File: src/rtl/nes_joy_port_pkg.sv
// Shared constants for the NES controller port pair: NES serial bit order,
// Sega 6-button vector layout and the default turbo divider.
package nes_joy_port_pkg;

  // NES serial byte order, bit0 is shifted out first
  localparam int NES_A      = 0;
  localparam int NES_B      = 1;
  localparam int NES_SELECT = 2;
  localparam int NES_START  = 3;
  localparam int NES_UP     = 4;
  localparam int NES_DOWN   = 5;
  localparam int NES_LEFT   = 6;
  localparam int NES_RIGHT  = 7;

  // Sega 6-button vector layout (active-low at the port)
  localparam int SG_B     = 0;
  localparam int SG_A     = 1;
  localparam int SG_C     = 2;
  localparam int SG_START = 3;
  localparam int SG_U     = 4;
  localparam int SG_D     = 5;
  localparam int SG_L     = 6;
  localparam int SG_R     = 7;
  localparam int SG_MODE  = 8;
  localparam int SG_X     = 9;
  localparam int SG_Y     = 10;
  localparam int SG_Z     = 11;

  localparam int JOY_W = 12;

  // About 15 Hz turbo at a 25 MHz system clock
  localparam int TURBO_DIV_DEFAULT = 833333;

endpackage

File: src/rtl/nes_joy_shift.sv
// One NES controller: maps a Sega vector to the NES byte, detects the end of
// each CPU read and serves the byte through an 8-bit right-shift register.
module nes_joy_shift
  import nes_joy_port_pkg::*;
#(
  parameter bit DPAD_MASK = 1'b1
) (
  input  logic             clock,
  input  logic             reset_n,
  input  logic [JOY_W-1:0] joy_i,
  input  logic             phase_i,
  input  logic             load_i,
  input  logic             rd_i,
  output logic             q_o
);

  logic [JOY_W-1:0] pressed;
  logic [7:0]       nes_byte;
  logic             up, down, left, right;
  logic             rd_q;
  logic             rd_fall;
  logic [7:0]       sreg_q, sreg_d;
  logic             unused_z;

  // Port vector is active-low; everything downstream is active-high
  assign pressed  = ~joy_i;
  assign unused_z = pressed[SG_Z];

  // Build the NES byte: turbo ORs X/Y into A/B, opposing directions cancel
  always_comb begin
    up    = pressed[SG_U];
    down  = pressed[SG_D];
    left  = pressed[SG_L];
    right = pressed[SG_R];
    if (DPAD_MASK && up && down) begin
      up   = 1'b0;
      down = 1'b0;
    end
    if (DPAD_MASK && left && right) begin
      left  = 1'b0;
      right = 1'b0;
    end
    nes_byte             = 8'h00;
    nes_byte[NES_A]      = pressed[SG_A] | (pressed[SG_X] & phase_i);
    nes_byte[NES_B]      = pressed[SG_B] | (pressed[SG_Y] & phase_i);
    nes_byte[NES_SELECT] = pressed[SG_C] | pressed[SG_MODE];
    nes_byte[NES_START]  = pressed[SG_START];
    nes_byte[NES_UP]     = up;
    nes_byte[NES_DOWN]   = down;
    nes_byte[NES_LEFT]   = left;
    nes_byte[NES_RIGHT]  = right;
  end

  // A read access ends when the registered level drops; shift only then,
  // so the bit stays stable for the whole access
  assign rd_fall = rd_q & ~rd_i;

  // Load wins over shift; shifting fills with 1 so extra reads return 1
  always_comb begin
    sreg_d = sreg_q;
    if (load_i) begin
      sreg_d = nes_byte;
    end else if (rd_fall) begin
      sreg_d = {1'b1, sreg_q[7:1]};
    end
  end

  // Read-level history and shift register
  always_ff @(posedge clock or negedge reset_n) begin
    if (!reset_n) begin
      rd_q   <= 1'b0;
      sreg_q <= 8'h00;
    end else begin
      rd_q   <= rd_i;
      sreg_q <= sreg_d;
    end
  end

  assign q_o = sreg_q[0];

endmodule

File: src/rtl/nes_joy_port.sv
// NES $4016/$4017 controller port pair for the Dendy core. Holds the strobe
// latch and the shared turbo clock; each player lives in nes_joy_shift.
module nes_joy_port
  import nes_joy_port_pkg::*;
#(
  parameter int TURBO_DIV = TURBO_DIV_DEFAULT,
  parameter bit DPAD_MASK = 1'b1
) (
  input  logic             clock,
  input  logic             reset_n,
  input  logic [JOY_W-1:0] joy1,
  input  logic [JOY_W-1:0] joy2,
  input  logic             wr4016,
  input  logic             din0,
  input  logic             rd4016,
  input  logic             rd4017,
  output logic             q1,
  output logic             q2
);

  localparam int                CNT_W   = (TURBO_DIV > 1) ? $clog2(TURBO_DIV) : 1;
  localparam logic [CNT_W-1:0] CNT_MAX = CNT_W'(TURBO_DIV - 1);

  logic             strobe_q, strobe_d;
  logic [CNT_W-1:0] cnt_q, cnt_d;
  logic             phase_q, phase_d;
  logic             load;

  // Strobe follows din0 on every $4016 write
  always_comb begin
    strobe_d = strobe_q;
    if (wr4016) begin
      strobe_d = din0;
    end
  end

  // The write cycle itself loads too, so clearing strobe latches the
  // byte mapped in that same cycle
  assign load = strobe_q | wr4016;

  // Free-running turbo divider; phase flips at each wrap
  always_comb begin
    cnt_d   = cnt_q + 1'b1;
    phase_d = phase_q;
    if (cnt_q == CNT_MAX) begin
      cnt_d   = '0;
      phase_d = ~phase_q;
    end
  end

  // Strobe and turbo state
  always_ff @(posedge clock or negedge reset_n) begin
    if (!reset_n) begin
      strobe_q <= 1'b0;
      cnt_q    <= '0;
      phase_q  <= 1'b0;
    end else begin
      strobe_q <= strobe_d;
      cnt_q    <= cnt_d;
      phase_q  <= phase_d;
    end
  end

  nes_joy_shift #(
    .DPAD_MASK(DPAD_MASK)
  ) u_port1 (
    .clock  (clock),
    .reset_n(reset_n),
    .joy_i  (joy1),
    .phase_i(phase_q),
    .load_i (load),
    .rd_i   (rd4016),
    .q_o    (q1)
  );

  nes_joy_shift #(
    .DPAD_MASK(DPAD_MASK)
  ) u_port2 (
    .clock  (clock),
    .reset_n(reset_n),
    .joy_i  (joy2),
    .phase_i(phase_q),
    .load_i (load),
    .rd_i   (rd4017),
    .q_o    (q2)
  );

endmodule

File: config.mk
export PLATFORM = sky130hd
export DESIGN_NAME = nes_joy_port
export DESIGN_NICKNAME = d
export VERILOG_FILES = /design/src/rtl/nes_joy_port_pkg.sv /design/src/rtl/nes_joy_shift.sv /design/src/rtl/nes_joy_port.sv
export SDC_FILE = /design/constraint.sdc
export NUM_CORES = 1
export LEC_CHECK = 0
export BUFFER_PORTS_ARGS = -buffer_cell sky130_fd_sc_hd__buf_2
export CAP_MARGIN = 15
export CORE_MARGIN = 5
export CORE_UTILIZATION = 48
export CTS_CLUSTER_SIZE = 16
export DETAILED_ROUTE_END_ITERATION = 12
export PLACE_DENSITY = 0.69
export SETUP_SLACK_MARGIN = 0.2
export SLEW_MARGIN = 20
export SYNTH_ARGS = -nofsm -noshare
export SYNTH_HDL_FRONTEND = slang
export SYNTH_SLANG_ARGS = --single-unit
File: constraint.sdc
create_clock -name clock -period 3.7 [get_ports clock]
set_clock_uncertainty 0.15 [all_clocks]
set_input_delay 0.185 -clock clock [delete_from_list [all_inputs] [get_ports clock]]
set_output_delay 0.185 -clock clock [all_outputs]
set_load 0.01 [all_outputs]
==> metrics.txt <==
vias per cell roughly 5.2; root buffer cell clkbuf_8; f_max 461 MHz; core area just under 0.004 mm2; most common cell after layout, fill and taps aside dfrtp_1; FF/Latch Area between 0.001 and 0.0015 mm2; CP delay by family, top simple AND/OR/NAND/NOR gates; Vias 1468; multi-input logic area about 880 um2; H-tree depth 2; flop2flop setup slack ~1.5 ns; Critical Path Source Type flip-flop; setup ws final 1.53 ns; number of hold buffers added after cts 11; Top Ports 32; Hold Crit Depth 3; CTS tree built; Leak Pwr 1.11 nW; synth warn 0; Worst path depth 4; beginning of the worst hold path joy2[4]; total power about 0.93 mW; Site Rows 23; fin. max-slew vios 0; Final Hold Viols 0; post-synth top area cell dfrtp_1; WHS about 0.012 ns; MaxCap Viol Count 0; CP required 3.69 ns; Final period util 58.6%; clock sink total 40; outcome finished, final reports clean; RePlAce Congestion a little over 0.8; worst slack, placed 1.53 ns; per-cell routed wire length about 13 um; Netlist Area Pre-Place 0.00193 mm2; hold crit path type in -> reg; Worst Path Arrival around 2.2 ns; setup bufs post-CTS 0; Routed Antenna Nets 0; Setup TNS Final 0 ns; r2r startpoint cnt_q[6]; crit end category flip-flop; largest net degree at the start of global routing slightly above 40; Crit Path Category reg -> reg; clk_lat worst skew approximately 0.29 ns; die width between 70 and 80 um; die height roughly 73 um; GRT overflow 0; RSZ-0062 raised after global routing false; Final setup viols 0; most frequent cells in the layout 40 x dfrtp_1, 29 x buf_2, 21 x nor2_1; Buf+Inv Stages, Crit Path 0; DRC viols 0; clock tree buffer depth 2; WL final roughly 3700 um; Layout area overhead 21.7%; maximum VDD drop between 0.0002 and 0.00025 V; syn_area_per_cell between 10 and 15 um2; first drt pass iteration count 4; total CTS buffers 5; slowest CP cell nor4_4; Synth area leaders dfrtp_1 52%, xnor2_1 6.8%, mux2i_1 4.7%, nor2_1 4.1%, o21ai_0 2.8%; Slew HR 42.0%; Distinct cells, synth 33; CP Cell Sequence nor4b_1 -> nand3_1 -> nor4_4 -> nor2_1; fin nets approximately 260; Slew @ Worst Pin 0.866 ns; ratio of cells with drive above 1 in the final layout 19.3%; DR iter-0 viols 87; post-CTS sizing 0; CP max FO 15; Antenna Cells 0; global-route usage over all layers 15.4%; Initial Util roughly 49%; Seq/Total Area, Yosys between 50 and 60%; Synth top area share 51.7%; syn_nets between 200 and 250; Synth Instances around 190; FF+latch count, synth 40; slowest stage delay, CP between 0.7 and 0.8 ns; Tmin final 2.17 ns; clock slew at reported path FFs ~0.070 ns; FILL cells roughly 340; FF-to-FF path depth 4; vias in the first global route around 1500; port bufs 29; Pwr Density around 390 mW/mm2; die area 0.00540 mm2; RR Endpoint cnt_q[8]; global-route wire length before repair roughly 6400 um; HPWL after DPL roughly 2600 um; Hold Path End u_port2.sreg_q[5]; initial antenna violation count 0
-- cell usage after synthesis --
library cell,instances
a21oi_1,8
a31oi_1,4
and3_1,4
and4_1,1
buf_2,1
clkbuf_1,5
dfrtp_1,40
ha_1,2
inv_1,8
mux2_2,2
mux2i_1,9
nand2_1,14
nand2_2,1
nand2b_1,2
nand3_1,9
nand3_2,1
nand3b_1,7
nand4_1,5
nand4_2,1
nor2_1,21
nor2b_1,2
nor3_1,2
nor4_1,5
nor4_4,1
nor4b_1,1
o21ai_0,11
o31ai_1,2
or2_2,1
or3_1,1
or3_4,1
or4_1,2
xnor2_1,15
xor2_1,2
-- worst max-delay path by stage --
stage                         from        end  slack [ns]
after floorplan           cnt_q[0]  cnt_q[18]        1.82
final                     cnt_q[6]   cnt_q[8]        1.53
after detailed placement  cnt_q[6]   cnt_q[8]        1.53
after global placement    cnt_q[6]    phase_q        1.60
after global routing      cnt_q[6]   cnt_q[8]        1.28
after CTS                 cnt_q[6]   cnt_q[8]        1.47
-- registers in the layout, indices dropped and copies added (netlist names) --
| signal | flops |
|---|---|
| phase_q | 1 |
| strobe_q | 1 |
| u_port1.rd_q | 1 |
| u_port2.sreg_q | 8 |
| cnt_q | 20 |
| u_port1.sreg_q | 8 |
| u_port2.rd_q | 1 |
-- worst reg2reg max path, delay by kind of cell, from the launching register on --
kind          cells  cell delay (ns)
simple gates      4             1.41
flops             1             0.46
-- per-stage QoR --
step	area (um2)	utilization (%)	instances
final	2350	59.7	283
after global routing	2350	59.7	283
after CTS	2350	59.7	283
after detailed placement	2120	53.7	264
after global placement	2120	53.7	264
after floorplan	1930	-	191
-- routing by layer --
metal  up-vias  part of all wire, %  track usage [%]
met5         -                    0                0
met4         0                  1.4             6.44
met3         7                  5.8             4.24
met2        34                   48             26.0
met1       681                   45             18.4
li1        746                    -                -
-- report_power, final --
part | switching [mW] | internal [mW]
sequential | 0.00959 | 0.457
combinational | 0.0399 | 0.0404
clock | 0.144 | 0.238
total | 0.193 | 0.735
-- layout make-up --
type                       instances  share of cell area, %
inverter                           8                   1.28
multi-input combinational        137                   37.4
clock buffer                       7                   4.09
tap                               50                   2.66
clock inverter                     1                   1.28
timing repair buffer              40                   10.8
sequential                        40                   42.5
-- logic make-up (layout without fill, tap and decap cells) --
kind of cell / after synthesis / after routing / share of synthesized area (%)
flops: 40 / 40 / 51.7
xor+xnor: 17 / 17 / 7.70
compound gates: 25 / 25 / 6.99
mux: 11 / 11 / 5.82
buf+inv: 14 / 56 / 2.78
fa+ha+maj: 2 / 2 / 1.29
simple gates: 82 / 82 / 23.7
Power figures use the tool's default switching activity.
